`config.mk`:
```
export PLATFORM = sky130hd
export DESIGN_NAME = reg_file_wb_flat
export DESIGN_NICKNAME = d
export VERILOG_FILES = /design/src/rtl/reg_file_wb_if.sv /design/src/rtl/reg_file_wb.sv /design/src/flat_wrapper.sv
export SDC_FILE = /design/constraint.sdc
export NUM_CORES = 1
export LEC_CHECK = 0
export ABC_AREA = 1
export CORE_MARGIN = 10
export CORE_UTILIZATION = 50
export DETAILED_ROUTE_END_ITERATION = 16
export PLACE_DENSITY_LB_ADDON = 0.1
export SYNTH_ARGS = -nofsm -noshare
export SYNTH_HDL_FRONTEND = slang
export SYNTH_SLANG_ARGS = --single-unit
```
`constraint.sdc`:
```
create_clock -name CLK -period 1.55 [get_ports CLK]
set_clock_uncertainty 0.05 [all_clocks]
set_input_delay 0.2325 -clock CLK [delete_from_list [all_inputs] [get_ports CLK]]
set_output_delay 0.2325 -clock CLK [all_outputs]
set_load 0.01 [all_outputs]
```
`src/rtl/reg_file_wb_if.sv`:
```
// Bus between the ALU datapath (master) and the write-back register file (slave).
//
// Handshake: there is no ready. WRITE and FLAG_EN are single-cycle enables
// sampled at every rising clock edge; the register file accepts a write on
// every cycle it is asserted and never stalls. Read ports are purely
// combinational and need no enable.
interface reg_file_wb_if #(
   parameter int DATA_W = 8,
   parameter int ADDR_W = 3
);
   logic [DATA_W-1:0] IN;
   logic [ADDR_W-1:0] INADDRESS;
   logic              WRITE;
   logic [ADDR_W-1:0] OUT1ADDRESS;
   logic [ADDR_W-1:0] OUT2ADDRESS;
   logic [DATA_W-1:0] OUT1;
   logic [DATA_W-1:0] OUT2;
   logic              ZERO_IN;
   logic              FLAG_EN;
   logic              ZERO_FLAG;
   logic              PEND_VALID;

   modport master (
      output IN, INADDRESS, WRITE, OUT1ADDRESS, OUT2ADDRESS, ZERO_IN, FLAG_EN,
      input  OUT1, OUT2, ZERO_FLAG, PEND_VALID
   );

   modport slave (
      input  IN, INADDRESS, WRITE, OUT1ADDRESS, OUT2ADDRESS, ZERO_IN, FLAG_EN,
      output OUT1, OUT2, ZERO_FLAG, PEND_VALID
   );
endinterface

```
`src/rtl/reg_file_wb.sv`:
```
// Write-back register file: 2 read ports, 1 write port. Writes sit in a
// one-entry pending stage for a cycle before committing to the array; both
// read ports forward from that stage so a read always sees the newest value.
// Also holds the registered ZERO flag used by branch logic.
module reg_file_wb #(
   parameter int DATA_W = 8,
   parameter int ADDR_W = 3,
   parameter int NREGS  = 2**ADDR_W
) (
   input logic          CLK,
   input logic          RESET,
   reg_file_wb_if.slave bus
);

   logic [DATA_W-1:0] regs_q [NREGS];
   logic [DATA_W-1:0] regs_d [NREGS];
   logic              pend_valid_q, pend_valid_d;
   logic [ADDR_W-1:0] pend_addr_q,  pend_addr_d;
   logic [DATA_W-1:0] pend_data_q,  pend_data_d;
   logic              zero_flag_q,  zero_flag_d;

   // Next state: commit the pending entry, load a new one, update the flag.
   always_comb begin
      regs_d       = regs_q;
      pend_valid_d = bus.WRITE;
      pend_addr_d  = pend_addr_q;
      pend_data_d  = pend_data_q;
      zero_flag_d  = zero_flag_q;
      if (pend_valid_q) begin
         regs_d[pend_addr_q] = pend_data_q;
      end
      if (bus.WRITE) begin
         pend_addr_d = bus.INADDRESS;
         pend_data_d = bus.IN;
      end
      if (bus.FLAG_EN) begin
         zero_flag_d = bus.ZERO_IN;
      end
   end

   // State registers; reset clears everything and drops any pending write.
   always_ff @(posedge CLK) begin
      if (!RESET) begin
         for (int i = 0; i < NREGS; i++) begin
            regs_q[i] <= '0;
         end
         pend_valid_q <= 1'b0;
         pend_addr_q  <= '0;
         pend_data_q  <= '0;
         zero_flag_q  <= 1'b0;
      end else begin
         regs_q       <= regs_d;
         pend_valid_q <= pend_valid_d;
         pend_addr_q  <= pend_addr_d;
         pend_data_q  <= pend_data_d;
         zero_flag_q  <= zero_flag_d;
      end
   end

   // Read ports: forward from the pending stage when it holds the addressed register.
   always_comb begin
      bus.OUT1 = regs_q[bus.OUT1ADDRESS];
      bus.OUT2 = regs_q[bus.OUT2ADDRESS];
      if (pend_valid_q && (pend_addr_q == bus.OUT1ADDRESS)) begin
         bus.OUT1 = pend_data_q;
      end
      if (pend_valid_q && (pend_addr_q == bus.OUT2ADDRESS)) begin
         bus.OUT2 = pend_data_q;
      end
   end

   // Status outputs straight from their registers.
   always_comb begin
      bus.ZERO_FLAG  = zero_flag_q;
      bus.PEND_VALID = pend_valid_q;
   end

endmodule
```
`src/flat_wrapper.sv`:
```
// flat-port wrapper written by rule: the top's interface ports become plain ports
module reg_file_wb_flat 
#(
   parameter int DATA_W = 8,
   parameter int ADDR_W = 3,
   parameter int NREGS  = 2**ADDR_W
)
  (CLK, RESET, bus_IN, bus_INADDRESS, bus_WRITE, bus_OUT1ADDRESS, bus_OUT2ADDRESS, bus_ZERO_IN, bus_FLAG_EN, bus_OUT1, bus_OUT2, bus_ZERO_FLAG, bus_PEND_VALID);
  reg_file_wb_if #(.DATA_W(DATA_W), .ADDR_W(ADDR_W)) bus_i ();
  input logic CLK;
  input logic RESET;
  input wire logic [$bits(bus_i.IN)-1:0] bus_IN;
  input wire logic [$bits(bus_i.INADDRESS)-1:0] bus_INADDRESS;
  input wire logic [$bits(bus_i.WRITE)-1:0] bus_WRITE;
  input wire logic [$bits(bus_i.OUT1ADDRESS)-1:0] bus_OUT1ADDRESS;
  input wire logic [$bits(bus_i.OUT2ADDRESS)-1:0] bus_OUT2ADDRESS;
  input wire logic [$bits(bus_i.ZERO_IN)-1:0] bus_ZERO_IN;
  input wire logic [$bits(bus_i.FLAG_EN)-1:0] bus_FLAG_EN;
  output wire logic [$bits(bus_i.OUT1)-1:0] bus_OUT1;
  output wire logic [$bits(bus_i.OUT2)-1:0] bus_OUT2;
  output wire logic [$bits(bus_i.ZERO_FLAG)-1:0] bus_ZERO_FLAG;
  output wire logic [$bits(bus_i.PEND_VALID)-1:0] bus_PEND_VALID;
  assign bus_i.IN = bus_IN;
  assign bus_i.INADDRESS = bus_INADDRESS;
  assign bus_i.WRITE = bus_WRITE;
  assign bus_i.OUT1ADDRESS = bus_OUT1ADDRESS;
  assign bus_i.OUT2ADDRESS = bus_OUT2ADDRESS;
  assign bus_i.ZERO_IN = bus_ZERO_IN;
  assign bus_i.FLAG_EN = bus_FLAG_EN;
  assign bus_OUT1 = bus_i.OUT1;
  assign bus_OUT2 = bus_i.OUT2;
  assign bus_ZERO_FLAG = bus_i.ZERO_FLAG;
  assign bus_PEND_VALID = bus_i.PEND_VALID;
  reg_file_wb #(.DATA_W(DATA_W), .ADDR_W(ADDR_W), .NREGS(NREGS)) u_core (.CLK(CLK), .RESET(RESET), .bus(bus_i));
endmodule
```
==> flow_results.xml <==
<?xml version="1.0" encoding="UTF-8"?>
<metrics>
  <group name="power">
    <metric name="cell_internal_pwr" unit="W">0.003570</metric>
    <metric name="power.sequential.fraction" unit="">0.421</metric>
    <metric name="peakVddDrop" unit="uV">487.8</metric>
    <metric name="power.share.combinational" unit="">0.200</metric>
    <metric name="p_per_area" unit="nW/um2">886.0</metric>
    <metric name="total_leakage_power" unit="nW">2.664</metric>
    <metric name="total_power" unit="W">0.004955</metric>
    <metric name="power_switching" unit="W">0.001385</metric>
    <metric name="power.clock.fraction" unit="">0.379</metric>
    <metric name="power_switching_share" unit="">0.2795</metric>
  </group>
  <group name="floorplanning">
    <metric name="core_area" unit="um2">8341</metric>
    <metric name="core.rowCount" unit="">33</metric>
    <metric name="fp.dieArea" unit="um2">12800</metric>
    <metric name="die_height" unit="um">113.1</metric>
    <metric name="starting_density_of_the_core" unit="">0.5201</metric>
    <metric name="die-width" unit="um">113.1</metric>
    <metric name="ios" unit="">40</metric>
  </group>
  <group name="setup_path">
    <metric name="worst-r2r-setup-slack" unit="ns">0.09</metric>
    <metric name="worst-r2r-cell-count" unit="">6</metric>
    <metric name="setup.worst_path.start_class" unit="">flop</metric>
    <metric name="path_class" unit="">reg -&gt; out</metric>
    <metric name="critical_path.reg2reg.endpoint" unit="">u_core.regs_q[59]</metric>
    <metric name="cp-end-kind" unit="">output pin</metric>
    <metric name="crit_fanout" unit="">4</metric>
    <metric name="crit_arrival" unit="ns">1.55</metric>
    <metric name="timing.critical_path.required" unit="ns">1.27</metric>
    <metric name="worstReg2RegStart" unit="">u_core.bus.PEND_VALID</metric>
  </group>
  <group name="finish">
    <metric name="post_route_cells_drive_above_1_share" unit="">0.2329</metric>
    <metric name="commonest_non_fill_non_tap_cell_in_the_layout" unit="">sky130_fd_sc_hd__nand2_1</metric>
    <metric name="layout.cell_area.non_filler" unit="um2">5593</metric>
    <metric name="n_fill_cell" unit="">760</metric>
    <metric name="final_net_count" unit="">790</metric>
    <metric name="layout.cells.most_common_list" unit="">sky130_fd_sc_hd__nand2_1 (165), sky130_fd_sc_hd__nand3_1 (103), sky130_fd_sc_hd__buf_4 (75), sky130_fd_sc_hd__dfxtp_1 (73), sky130_fd_sc_hd__a21oi_1 (66)</metric>
    <metric name="diodes" unit="">0</metric>
    <metric name="areaGrowthSynthToFinish" unit="%">28.93</metric>
  </group>
  <group name="global_route">
    <metric name="grtUsageTotal" unit="">0.2162</metric>
    <metric name="first_global_vias" unit="">4375</metric>
    <metric name="grt_max_degree" unit="">78</metric>
    <metric name="number_of_antenna_violations_at_the_first_check_in_global_routing" unit="">0</metric>
    <metric name="global_route.overflow_total" unit="">0</metric>
    <metric name="grt_first_pass_wirelength" unit="mm">22.49</metric>
  </group>
  <group name="drt">
    <metric name="maxUsedRoutingLayer" unit="">met4</metric>
    <metric name="wl" unit="mm">14.34</metric>
    <metric name="remaining_drc_errors" unit="">0</metric>
    <metric name="iteration_count_of_the_initial_detailed_routing_pass" unit="">5</metric>
    <metric name="avgRoutedWirePerCell" unit="um">16.33</metric>
    <metric name="vias" unit="">4804</metric>
    <metric name="wire_length_the_detailed_router_placed_on_met1" unit="mm">6.355</metric>
    <metric name="met2_length" unit="mm">6.536</metric>
    <metric name="met3_length" unit="mm">1.017</metric>
    <metric name="detail_route.iter0.violations" unit="">458</metric>
    <metric name="detail-route-antenna-nets" unit="">0</metric>
    <metric name="via_per_inst" unit="">5.472</metric>
  </group>
  <group name="logic_synthesis">
    <metric name="ys_top_cells_by_area" unit="">sky130_fd_sc_hd__dfxtp_1 (36%), sky130_fd_sc_hd__nand2_1 (16%), sky130_fd_sc_hd__nand3_1 (13%)</metric>
    <metric name="synth.ff_latch_count" unit="">77</metric>
    <metric name="yosys.cell_types.count" unit="">22</metric>
    <metric name="synthesis.instances" unit="">680</metric>
    <metric name="yosys.area.top_type_share" unit="">0.3554</metric>
    <metric name="yosysWarnings" unit="">0</metric>
    <metric name="synthesis.area" unit="um2">4338</metric>
    <metric name="avgSynthCellArea" unit="um2">6.379</metric>
    <metric name="postSynthNetCount" unit="">702</metric>
    <metric name="biggest_area_consumer_among_synthesized_cells" unit="">sky130_fd_sc_hd__dfxtp_1</metric>
    <metric name="synth.yosys.seq_area_share" unit="">0.3554</metric>
  </group>
  <group name="clock_network">
    <metric name="path_clk_slew" unit="ns">0.09</metric>
    <metric name="clockBufferDepth" unit="">2</metric>
    <metric name="numClockSinks" unit="">77</metric>
    <metric name="cts.root.buffer_cell" unit="">sky130_fd_sc_hd__clkbuf_8</metric>
    <metric name="numCtsBuffers" unit="">9</metric>
    <metric name="insertion_delay" unit="ns">0.36</metric>
    <metric name="tritoncts_clock_tree" unit="">built</metric>
    <metric name="htreeDepth" unit="">3</metric>
    <metric name="cts_hold_repair.buffers" unit="">0</metric>
  </group>
  <group name="sta">
    <metric name="finalMaxSlewViolations" unit="">0</metric>
    <metric name="finalWorstSetupSlack" unit="ns">-0.2834</metric>
    <metric name="setup_viol" unit="">16</metric>
    <metric name="tightest_slew" unit="ns">0.3742</metric>
    <metric name="hold_violations" unit="">0</metric>
    <metric name="post-route-period-util" unit="">1.183</metric>
    <metric name="fmax" unit="GHz">0.5454</metric>
    <metric name="period_minus_slack" unit="ns">1.833</metric>
    <metric name="finalHoldWorstSlack" unit="ns">0.2991</metric>
    <metric name="slew_hr" unit="">0.7503</metric>
    <metric name="unrepaired_setup_endpoints_after_global_routing" unit="">yes</metric>
  </group>
  <group name="min_path">
    <metric name="hp-class" unit="">in -&gt; reg</metric>
    <metric name="min_from" unit="">RESET</metric>
    <metric name="timing.hold.worst_path_depth" unit="">4</metric>
    <metric name="holdPathEnd" unit="">u_core.regs_q[60]</metric>
  </group>
  <group name="place">
    <metric name="routabilityCongestion" unit="">0.9318</metric>
    <metric name="placement.io_buffers" unit="">39</metric>
    <metric name="place_area" unit="um2">5210</metric>
    <metric name="detailedPlacementHpwl" unit="mm">10.08</metric>
    <metric name="place_ws" unit="ns">-0.8027</metric>
  </group>
  <group name="status">
    <metric name="status" unit="">complete, but fails checks</metric>
    <metric name="failing_checks" unit="">setup timing</metric>
  </group>
  <group name="run">
    <metric name="maxCapViolations" unit="">0</metric>
  </group>
</metrics>
==> final cells by class <==
| class | count | area, um2 | area share |
|---|---|---|---|
| clock buffer | 12 | 145.1 | 0.02595 |
| clock inverter | 4 | 95.09 | 0.01700 |
| inverter | 75 | 294.0 | 0.05257 |
| multi-input combinational | 481 | 2321 | 0.4150 |
| sequential | 77 | 1551 | 0.2774 |
| tap | 105 | 131.4 | 0.02349 |
| timing repair buffer | 124 | 1055 | 0.1886 |
==> worst max-delay path, cell delays in order, from the launching register on <==
cell	delay, ns
sky130_fd_sc_hd__dfxtp_4	0.39
sky130_fd_sc_hd__inv_4	0.05
sky130_fd_sc_hd__nand2_2	0.06
sky130_fd_sc_hd__nand2_2	0.05
sky130_fd_sc_hd__nor2_2	0.12
sky130_fd_sc_hd__nand2_2	0.11
sky130_fd_sc_hd__buf_6	0.15
sky130_fd_sc_hd__nand3_2	0.07
sky130_fd_sc_hd__nand2_2	0.07
sky130_fd_sc_hd__buf_6	0.13
==> repair_timing <==
item	in CTS	in global routing
gates cloned	1	0
setup endpoints to repair	17	36
hold endpoints to repair	0	0
gates resized for setup	101	26
pin swaps	21	18
setup buffers	3	1
==> sequential cells by signal, indices dropped and copies added, names as in the netlist <==
| register | flops |
|---|---|
| u_core.regs_q | 64 |
| u_core.pend_data_q | 8 |
| u_core.pend_addr_q | 3 |
| u_core.bus.PEND_VALID | 1 |
| u_core.bus.ZERO_FLAG | 1 |
==> metrics by stage <==
stage / cells / util / setup TNS [ns]
6_report: 878 / 0.6706 / -4.115
5_1_grt: 878 / 0.6706 / -5.230
4_1_cts: 877 / 0.6601 / -3.832
3_5_place_dp: 857 / 0.6247 / -12.19
3_3_place_gp: 857 / 0.6247 / -11.79
2_1_floorplan: 680 / - / 0
==> metal layers <==
metal / GRT usage / vias to the layer above
li1: - / 2359
met1: 0.2791 / 2170
met2: 0.3498 / 230
met3: 0.03645 / 45
met4: 0.08545 / 0
met5: 0 / -
==> how the worst max path moves through the flow <==
stage	startpoint	to	slack (ns)	cells after the start
6_report	u_core.pend_addr_q[1]	bus_OUT2[4]	-0.28	9
5_1_grt	u_core.pend_addr_q[1]	bus_OUT2[4]	-0.34	9
4_1_cts	u_core.pend_addr_q[2]	bus_OUT2[4]	-0.25	9
3_5_place_dp	bus_OUT1ADDRESS[1]	bus_OUT1[5]	-0.80	10
3_3_place_gp	bus_OUT1ADDRESS[1]	bus_OUT1[5]	-0.78	10
2_1_floorplan	u_core.pend_addr_q[1]	bus_OUT1[0]	0.19	8
==> synthesized netlist by cell type <==
library cell               number
sky130_fd_sc_hd__a21oi_1       66
sky130_fd_sc_hd__dfxtp_1       77
sky130_fd_sc_hd__clkbuf_2       1
sky130_fd_sc_hd__buf_2         21
sky130_fd_sc_hd__nor2_1        30
sky130_fd_sc_hd__buf_4          3
sky130_fd_sc_hd__o21ai_1       12
sky130_fd_sc_hd__nor2_4         3
sky130_fd_sc_hd__o21ai_0       58
sky130_fd_sc_hd__clkbuf_1      11
sky130_fd_sc_hd__nand3_1      110
sky130_fd_sc_hd__o21ai_2        6
sky130_fd_sc_hd__buf_1          1
sky130_fd_sc_hd__nand2_4        4
sky130_fd_sc_hd__inv_2          9
sky130_fd_sc_hd__clkinv_4       2
sky130_fd_sc_hd__nand2_1      182
sky130_fd_sc_hd__inv_1         64
sky130_fd_sc_hd__buf_6          8
sky130_fd_sc_hd__nor2_2         3
sky130_fd_sc_hd__clkbuf_4       3
sky130_fd_sc_hd__nand2_2        6
==> power groups by stage <==
stage | combinational, W | clock, W | sequential [W]
5_1_grt | 0.00108 | 0.00197 | 0.00209
6_report | 0.000991 | 0.00188 | 0.00208
2_1_floorplan | 0.000540 | 0 | 0.00211
4_1_cts | 0.000950 | 0.00189 | 0.00208
3_3_place_gp | 0.000929 | 0 | 0.00213
3_5_place_dp | 0.000941 | 0 | 0.00213
==> kinds of logic after synthesis <==
kind of cell | Yosys count | share of synthesized area
AND/OR/NAND/NOR | 338 | 0.3415
buffers and inverters | 123 | 0.1341
flip-flops | 77 | 0.3554
AO/OA/AOI/OAI | 142 | 0.1690
No activity file was read; power rests on OpenSTA's default activity.
